==> config.mk <==
export PLATFORM = sky130hd
export DESIGN_NAME = overlay_fetch_ctrl
export DESIGN_NICKNAME = d
export VERILOG_FILES = /design/src/rtl/overlay_pkg.sv /design/src/rtl/overlay_region_match.sv /design/src/rtl/overlay_fetch_ctrl.sv
export SDC_FILE = /design/constraint.sdc
export NUM_CORES = 2
export LEC_CHECK = 0
export CAP_MARGIN = 20
export CORE_ASPECT_RATIO = 1.1
export CORE_MARGIN = 1
export CORE_UTILIZATION = 65
export DETAILED_ROUTE_END_ITERATION = 16
export PLACE_DENSITY = 0.84
export SETUP_SLACK_MARGIN = 0.15
export SYNTH_ARGS = -nofsm -noshare
export SYNTH_HDL_FRONTEND = slang
export SYNTH_SLANG_ARGS = --single-unit
==> constraint.sdc <==
create_clock -name clk -period 53 [get_ports clk]
set_clock_uncertainty 0.2 [all_clocks]
set_input_delay 15.9 -clock clk [delete_from_list [all_inputs] [get_ports clk]]
set_output_delay 15.9 -clock clk [all_outputs]
set_load 0.02 [all_outputs]
==> src/rtl/overlay_pkg.sv <==
//==============================================================================
// Module  : overlay_pkg
// Brief   : Shared types and constants for the overlay fetch controller:
//           region descriptor, config field codes, config FSM states,
//           default widths and the transparency colour key.
// Revision: 1.0 - initial release
//==============================================================================
`default_nettype none

package overlay_pkg;

   localparam int c_AW_DEF = 13;
   localparam int c_CW_DEF = 12;

   // Fetched colour treated as "see-through" when transparency is enabled
   localparam logic [c_CW_DEF-1:0] c_COLOR_KEY = 12'h000;

   // One programmable rectangle; image stored column-major from base
   typedef struct packed {
      logic [9:0]          x0;
      logic [9:0]          y0;
      logic [7:0]          w;
      logic [7:0]          h;
      logic [c_AW_DEF-1:0] base;
   } region_t;

   typedef enum logic [2:0] {
      FLD_X0   = 3'd0,
      FLD_Y0   = 3'd1,
      FLD_W    = 3'd2,
      FLD_H    = 3'd3,
      FLD_BASE = 3'd4
   } cfg_field_e;

   typedef enum logic [0:0] {
      ST_IDLE = 1'b0,
      ST_PEND = 1'b1
   } cfg_state_e;

endpackage

`default_nettype wire

==> src/rtl/overlay_region_match.sv <==
//==============================================================================
// Module  : overlay_region_match
// Brief   : Coverage test of one pixel against one rectangle, plus the
//           column-major offset (y-y0) + (x-x0)*h inside that rectangle.
// Revision: 1.0 - initial release
//==============================================================================
`default_nettype none

module overlay_region_match
   import overlay_pkg::*;
(
   input  logic                i_video_on,
   input  logic [9:0]          i_x,
   input  logic [9:0]          i_y,
   input  region_t             i_region,
   output logic                o_hit,
   output logic [c_AW_DEF-1:0] o_offset
);

   logic [10:0]         w_x_end;
   logic [10:0]         w_y_end;
   logic                w_in_x;
   logic                w_in_y;
   logic [9:0]          w_dx;
   logic [9:0]          w_dy;

   // Ends are formed one bit wider so a rectangle near 1023 cannot wrap
   assign w_x_end = {1'b0, i_region.x0} + {3'b000, i_region.w};
   assign w_y_end = {1'b0, i_region.y0} + {3'b000, i_region.h};

   // A zero width or height makes the end equal the start, so nothing hits
   assign w_in_x = (i_x >= i_region.x0) && ({1'b0, i_x} < w_x_end);
   assign w_in_y = (i_y >= i_region.y0) && ({1'b0, i_y} < w_y_end);
   assign o_hit  = i_video_on && w_in_x && w_in_y;

   // Offsets are only meaningful on a hit; arithmetic is modulo 2^AW
   assign w_dx     = i_x - i_region.x0;
   assign w_dy     = i_y - i_region.y0;
   assign o_offset = c_AW_DEF'(w_dy) + (c_AW_DEF'(w_dx) * c_AW_DEF'(i_region.h));

endmodule

`default_nettype wire

==> src/rtl/overlay_fetch_ctrl.sv <==
//==============================================================================
// Module  : overlay_fetch_ctrl
// Brief   : Overlay image memory scheduler. Matches each pixel against NREG
//           rectangles (lowest index wins), pipelines the fetch address,
//           shares the single memory port with an update writer, and commits
//           a shadow region table to the active table at frame start.
// Config  : OVL_TRANSPARENT_EN - fetched colour c_COLOR_KEY shows bg_rgb.
// Revision: 1.0 - initial release
//==============================================================================
`default_nettype none

module overlay_fetch_ctrl
   import overlay_pkg::*;
#(
   parameter int NREG = 4,
   parameter int AW   = c_AW_DEF,
   parameter int CW   = c_CW_DEF
)(
   input  logic          clk,
   input  logic          reset,
   input  logic          pix_tick,
   input  logic          video_on,
   input  logic [9:0]    pixel_x,
   input  logic [9:0]    pixel_y,
   input  logic          cfg_wr,
   input  logic [1:0]    cfg_idx,
   input  logic [2:0]    cfg_field,
   input  logic [12:0]   cfg_data,
   output logic          cfg_ack,
   input  logic          upd_req,
   input  logic [AW-1:0] upd_addr,
   input  logic [CW-1:0] upd_data,
   output logic          upd_gnt,
   output logic [AW-1:0] mem_addr,
   output logic          mem_we,
   output logic [CW-1:0] mem_wdata,
   input  logic [CW-1:0] mem_rdata,
   input  logic [CW-1:0] bg_rgb,
   output logic          hit,
   output logic [CW-1:0] rgb_out
);

   region_t             r_shadow [NREG];
   region_t             r_active [NREG];
   cfg_state_e          r_state;
   cfg_state_e          w_state_nxt;
   logic                w_frame_start;
   logic                w_commit;
   logic                r_cfg_ack;

   logic [NREG-1:0]     w_hit;
   logic [c_AW_DEF-1:0] w_offset [NREG];
   logic                w_any_hit;
   logic [c_AW_DEF-1:0] w_sel_base;
   logic [c_AW_DEF-1:0] w_sel_offset;

   logic                r_s1_vld;
   logic [c_AW_DEF-1:0] r_s1_base;
   logic [c_AW_DEF-1:0] r_s1_offset;
   logic                r_s2_vld;
   logic [AW-1:0]       r_s2_addr;
   logic                r_hit;
   logic [CW-1:0]       r_rgb;

   logic                w_upd_gnt;
   logic [AW-1:0]       w_mem_addr;
   logic                w_mem_we;
   logic [CW-1:0]       w_mem_wdata;

   assign w_frame_start = pix_tick && (pixel_x == 10'd0) && (pixel_y == 10'd0);

   //---------------------------------------------------------------------------
   // Configuration: shadow table, active table, commit FSM
   //---------------------------------------------------------------------------

   // Register writes always land in the shadow table
   always_ff @(posedge clk or posedge reset) begin
      if (reset) begin
         for (int i = 0; i < NREG; i++) r_shadow[i] <= '0;
      end else if (cfg_wr) begin
         for (int i = 0; i < NREG; i++) begin
            if (cfg_idx == 2'(i)) begin
               case (cfg_field_e'(cfg_field))
                  FLD_X0:   r_shadow[i].x0   <= cfg_data[9:0];
                  FLD_Y0:   r_shadow[i].y0   <= cfg_data[9:0];
                  FLD_W:    r_shadow[i].w    <= cfg_data[7:0];
                  FLD_H:    r_shadow[i].h    <= cfg_data[7:0];
                  FLD_BASE: r_shadow[i].base <= cfg_data[c_AW_DEF-1:0];
                  default:  ;
               endcase
            end
         end
      end
   end

   // Active table copies the pre-write shadow at commit, so no mid-frame tearing
   always_ff @(posedge clk or posedge reset) begin
      if (reset) begin
         for (int i = 0; i < NREG; i++) r_active[i] <= '0;
      end else if (w_commit) begin
         for (int i = 0; i < NREG; i++) r_active[i] <= r_shadow[i];
      end
   end

   // Acknowledge every write, including ignored field codes
   always_ff @(posedge clk or posedge reset) begin
      if (reset) r_cfg_ack <= 1'b0;
      else       r_cfg_ack <= cfg_wr;
   end

   // FSM state register
   always_ff @(posedge clk or posedge reset) begin
      if (reset) r_state <= ST_IDLE;
      else       r_state <= w_state_nxt;
   end

   // FSM next state: a write arriving on the commit cycle keeps us pending
   always_comb begin
      w_state_nxt = r_state;
      case (r_state)
         ST_IDLE: if (cfg_wr) w_state_nxt = ST_PEND;
         ST_PEND: if (w_frame_start && !cfg_wr) w_state_nxt = ST_IDLE;
         default: w_state_nxt = ST_IDLE;
      endcase
   end

   // FSM outputs: commit only when something is pending at frame start
   always_comb begin
      w_commit = (r_state == ST_PEND) && w_frame_start;
   end

   assign cfg_ack = r_cfg_ack;

   //---------------------------------------------------------------------------
   // Display pipeline: match -> address -> fetch
   //---------------------------------------------------------------------------

   generate
      for (genvar r = 0; r < NREG; r++) begin : g_region
         overlay_region_match u_match (
            .i_video_on (video_on),
            .i_x        (pixel_x),
            .i_y        (pixel_y),
            .i_region   (r_active[r]),
            .o_hit      (w_hit[r]),
            .o_offset   (w_offset[r])
         );
      end
   endgenerate

   // Priority select: scan high to low so the lowest index is assigned last
   always_comb begin
      w_any_hit    = 1'b0;
      w_sel_base   = '0;
      w_sel_offset = '0;
      for (int i = NREG - 1; i >= 0; i--) begin
         if (w_hit[i]) begin
            w_any_hit    = 1'b1;
            w_sel_base   = r_active[i].base;
            w_sel_offset = w_offset[i];
         end
      end
   end

   // S1: capture the winning region's base and in-region offset
   always_ff @(posedge clk or posedge reset) begin
      if (reset) begin
         r_s1_vld    <= 1'b0;
         r_s1_base   <= '0;
         r_s1_offset <= '0;
      end else if (pix_tick) begin
         r_s1_vld    <= w_any_hit;
         r_s1_base   <= w_sel_base;
         r_s1_offset <= w_sel_offset;
      end
   end

   // S2: form the memory address; valid bit claims the memory port
   always_ff @(posedge clk or posedge reset) begin
      if (reset) begin
         r_s2_vld  <= 1'b0;
         r_s2_addr <= '0;
      end else if (pix_tick) begin
         r_s2_vld  <= r_s1_vld;
         r_s2_addr <= AW'(r_s1_base) + AW'(r_s1_offset);
      end
   end

   // S3: capture the read data (already valid one clk after the address)
   always_ff @(posedge clk or posedge reset) begin
      if (reset) begin
         r_hit <= 1'b0;
         r_rgb <= '0;
      end else if (pix_tick) begin
`ifdef OVL_TRANSPARENT_EN
         if (r_s2_vld && (mem_rdata != CW'(c_COLOR_KEY))) begin
            r_hit <= 1'b1;
            r_rgb <= mem_rdata;
         end else begin
            r_hit <= 1'b0;
            r_rgb <= bg_rgb;
         end
`else
         r_hit <= r_s2_vld;
         r_rgb <= r_s2_vld ? mem_rdata : '0;
`endif
      end
   end

`ifndef OVL_TRANSPARENT_EN
   // Background colour only matters when transparency is built in
   logic w_unused_bg;
   assign w_unused_bg = ^bg_rgb;
`endif

   assign hit     = r_hit;
   assign rgb_out = r_rgb;

   //---------------------------------------------------------------------------
   // Memory port arbitration
   //---------------------------------------------------------------------------

   // Display wins while a fetch is in S2; otherwise the writer passes straight through
   always_comb begin
      w_upd_gnt   = 1'b0;
      w_mem_addr  = r_s2_addr;
      w_mem_we    = 1'b0;
      w_mem_wdata = '0;
      if (!r_s2_vld) begin
         w_upd_gnt   = upd_req && !reset;
         w_mem_addr  = upd_addr;
         w_mem_we    = w_upd_gnt;
         w_mem_wdata = upd_data;
      end
   end

   assign upd_gnt   = w_upd_gnt;
   assign mem_addr  = w_mem_addr;
   assign mem_we    = w_mem_we;
   assign mem_wdata = w_mem_wdata;

endmodule

`default_nettype wire

==> metrics <==
initial core utilization=65.9%; Via Count=24.9k; CP max-delay cell=clkdlybuf4s50_1; Crit path top cell by count=clkdlybuf4s50_1; clock latency at the later pin of the worst-skew pair=600 ps; Post-synth EDFFs=0; first-pass GRT wire length=142000 um; largest net degree at the start of global routing=161; TritonCTS Sinks=448; Place WS=19420 ps; min-delay worst type=register to register; Setup-failing EPs final=0; Switching Power=0.000242 W; dominant cell type by area after synthesis=dfrtp_1; sequential standard cell area=11200 um2; Max VDD drop=26.3 uV; Tmin final=33540 ps; status=complete, no violations; fill cell count=3625; # Max-Cap Violations=0; final core utilization=72.8%; RSZ-0062 raised after global routing=false; Synth Instances=3257; Rows=88; placed cell count=3986; antenna violations before repair=2; post-synthesis cell area=34500 um2; Die X=222 um; Top Ports=134; gr usage total=33.8%; Post-CTS Resized=0; Setup CP Type=input pin to primary output; root buffer cell=clkbuf_16; Largest stage delay, worst path=670 ps; Inserted Diodes=0; CP cell instances=clkdlybuf4s50_1 > nor3b_1 > clkdlybuf4s50_1; Avg Inst Size Synth=10.6 um2; vias in the first global route=26.4k; final hold viol count=0; IO Port Bufs=121; Top FF cell, synth=dfrtp_1; Final Cycle Share=63.3%; # DRC=0; total power=0.000886 W; Avg Vias per Cell=6.12; Required @ worst endpoint=36900 ps; Die H=244 um; TritonCTS Buffers=46; synth warn=0; CTS tree=done; Rel. slew slack=20.0%; H-tree depth=2; most common cell in the synthesized netlist=dfrtp_1; Synth top area share=32.5%; sequential share of power=44.7%; FFs w/ async S/R, synth=100%; static leakage=18.1 nW; die area=54000 um2; Clock Power Share=38.3%; Sw Share=27.3%; crit-path leading delay family=buffers and inverters; Non-Filler Instances=4073; Worst Path Arrival=17440 ps; detailed-route wire length=89000 um; fmax=29.8 MHz; Clock Pin Slew Worst Setup and Hold Paths=70 ps; Least-Margin Pin Slew=1200 ps; CP Max Fanout=2; Worst Slack Setup Final=19460 ps; hold_buf cts=0; Int Pwr=0.000645 W; multi-input combinational cell area=21300 um2; grt total ovfl=0; post-synth cell types=79; core area=52400 um2; crit end category=primary output; CTS Buffer Depth=3; Synth Net Count=3883; post-DP HPWL=64400 um; Post-DRT Antenna Nets=0; top cells by area, synth=dfrtp_1 32%, mux2_2 14%, fa_1 13%, ha_1 11%, inv_1 4.6%; CP startpoint kind=input pin; Setup TNS=0 ps; Synth-to-Final Area Change=10.5%; gpl congestion=0.953; DRT Pass-1 Iters=8; Avg WL per Cell=21.8 um; pwr/cell area=23.2 nW/um2; Post-synth top cells=448 x dfrtp_1, 425 x inv_1, 417 x mux2_2, 316 x ha_1, 217 x fa_1; Final Max Slew Viols=0; final net count=3990; power share of the combinational group=17.1%; sequential area share after synthesis=32.5%; #FFs+latches synth=448; worst path bufs/invs=2; postcts setup bufs=0; layout cells sized above 1=16.4%; DR iter-0 viols=1845
==> flip-flops by register name, indices dropped and copies added (netlist names) <==
| signal | count |
|---|---|
| cfg_ack | 1 |
| hit | 1 |
| r_active | 196 |
| r_s1_base | 13 |
| r_s1_offset | 13 |
| r_s1_vld | 1 |
| r_s2_addr | 13 |
| r_s2_vld | 1 |
| r_shadow | 196 |
| r_state | 1 |
| rgb_out | 12 |
==> cell type report <==
type / count / area share (%)
inverters: 425 / 4.20
well taps: 675 / 2.21
clock buffers: 63 / 3.45
multi-input cells: 2281 / 55.9
repair buffers: 162 / 4.17
flip-flops and latches: 448 / 29.4
clock inverters: 19 / 0.676
==> kinds of logic (layout without fill, tap and decap cells) <==
logic type               after synthesis  after routing  share of synthesized area, %
AND/OR/NAND/NOR                      676            676                          10.1
adder cells (fa/ha/maj)              533            533                          24.0
buffers and inverters                528            669                          5.77
AO/OA/AOI/OAI                        475            475                          9.19
flip-flops                           448            448                          32.5
multiplexers                         420            420                          13.7
XOR/XNOR                             177            177                          4.74
==> metal layers <==
layer | track usage, % | share of wire [%] | up-vias | wire length, um
li1 | - | - | 11232 | -
met1 | 42.7 | 40 | 12617 | 35700
met2 | 56.9 | 48 | 843 | 42800
met3 | 5.99 | 7.1 | 226 | 6290
met4 | 15.1 | 4.7 | 0 | 4150
met5 | 0 | 0 | - | 0
==> final timing paths <==
kind,startpoint,endpoint,slack (ps),cells after the start
setup / recovery,reset,mem_we,19460,3
hold / removal,r_shadow[58],r_active[58],290,1
setup reg to reg,r_active[138],r_s1_offset[12],45430,24
hold reg to reg,r_shadow[58],r_active[58],290,1
max in group asynchronous,reset,r_shadow[45],33880,7
min in group asynchronous,reset,rgb_out[1],15550,2
==> metrics by stage <==
stage / hold slack [ps] / area (um2)
floorplan: 244 / 34500
global placement: 276 / 36500
detailed placement: 279 / 36500
CTS: 296 / 38000
global route: 309 / 38200
finish: 289 / 38200
==> cells in the final DEF (no fill, tap or decap), types with 8 or more instances in the layout <==
| cell type | n |
|---|---|
| a211oi_1 | 23 |
| a21o_1 | 57 |
| a21oi_1 | 100 |
| a221o_1 | 17 |
| a31oi_1 | 29 |
| and2_1 | 116 |
| and3_1 | 8 |
| buf_4 | 35 |
| clkbuf_16 | 46 |
| clkbuf_8 | 10 |
| clkdlybuf4s50_1 | 118 |
| clkinv_2 | 9 |
| dfrtp_1 | 448 |
| fa_1 | 217 |
| ha_1 | 316 |
| inv_1 | 424 |
| mux2_2 | 417 |
| nand2_1 | 192 |
| nand2b_1 | 56 |
| nand3_1 | 44 |
| nand4_1 | 17 |
| nor2_1 | 98 |
| nor2b_1 | 66 |
| nor3_1 | 25 |
| nor4_1 | 9 |
| o211ai_1 | 8 |
| o21a_1 | 23 |
| o21ai_0 | 102 |
| o21bai_1 | 29 |
| o22a_1 | 9 |
| o41ai_1 | 8 |
| or3_1 | 16 |
| xnor2_1 | 118 |
| xor2_1 | 52 |
==> power groups by stage <==
stage / clock [W] / sequential (W) / combinational, W
floorplan: 0 / 0.000396 / 0.0000982
global placement: 0 / 0.000398 / 0.000142
detailed placement: 0 / 0.000401 / 0.000149
CTS: 0.000343 / 0.000395 / 0.000150
global route: 0.000357 / 0.000399 / 0.000165
finish: 0.000339 / 0.000396 / 0.000151
(Power assumes the default switching activity.)
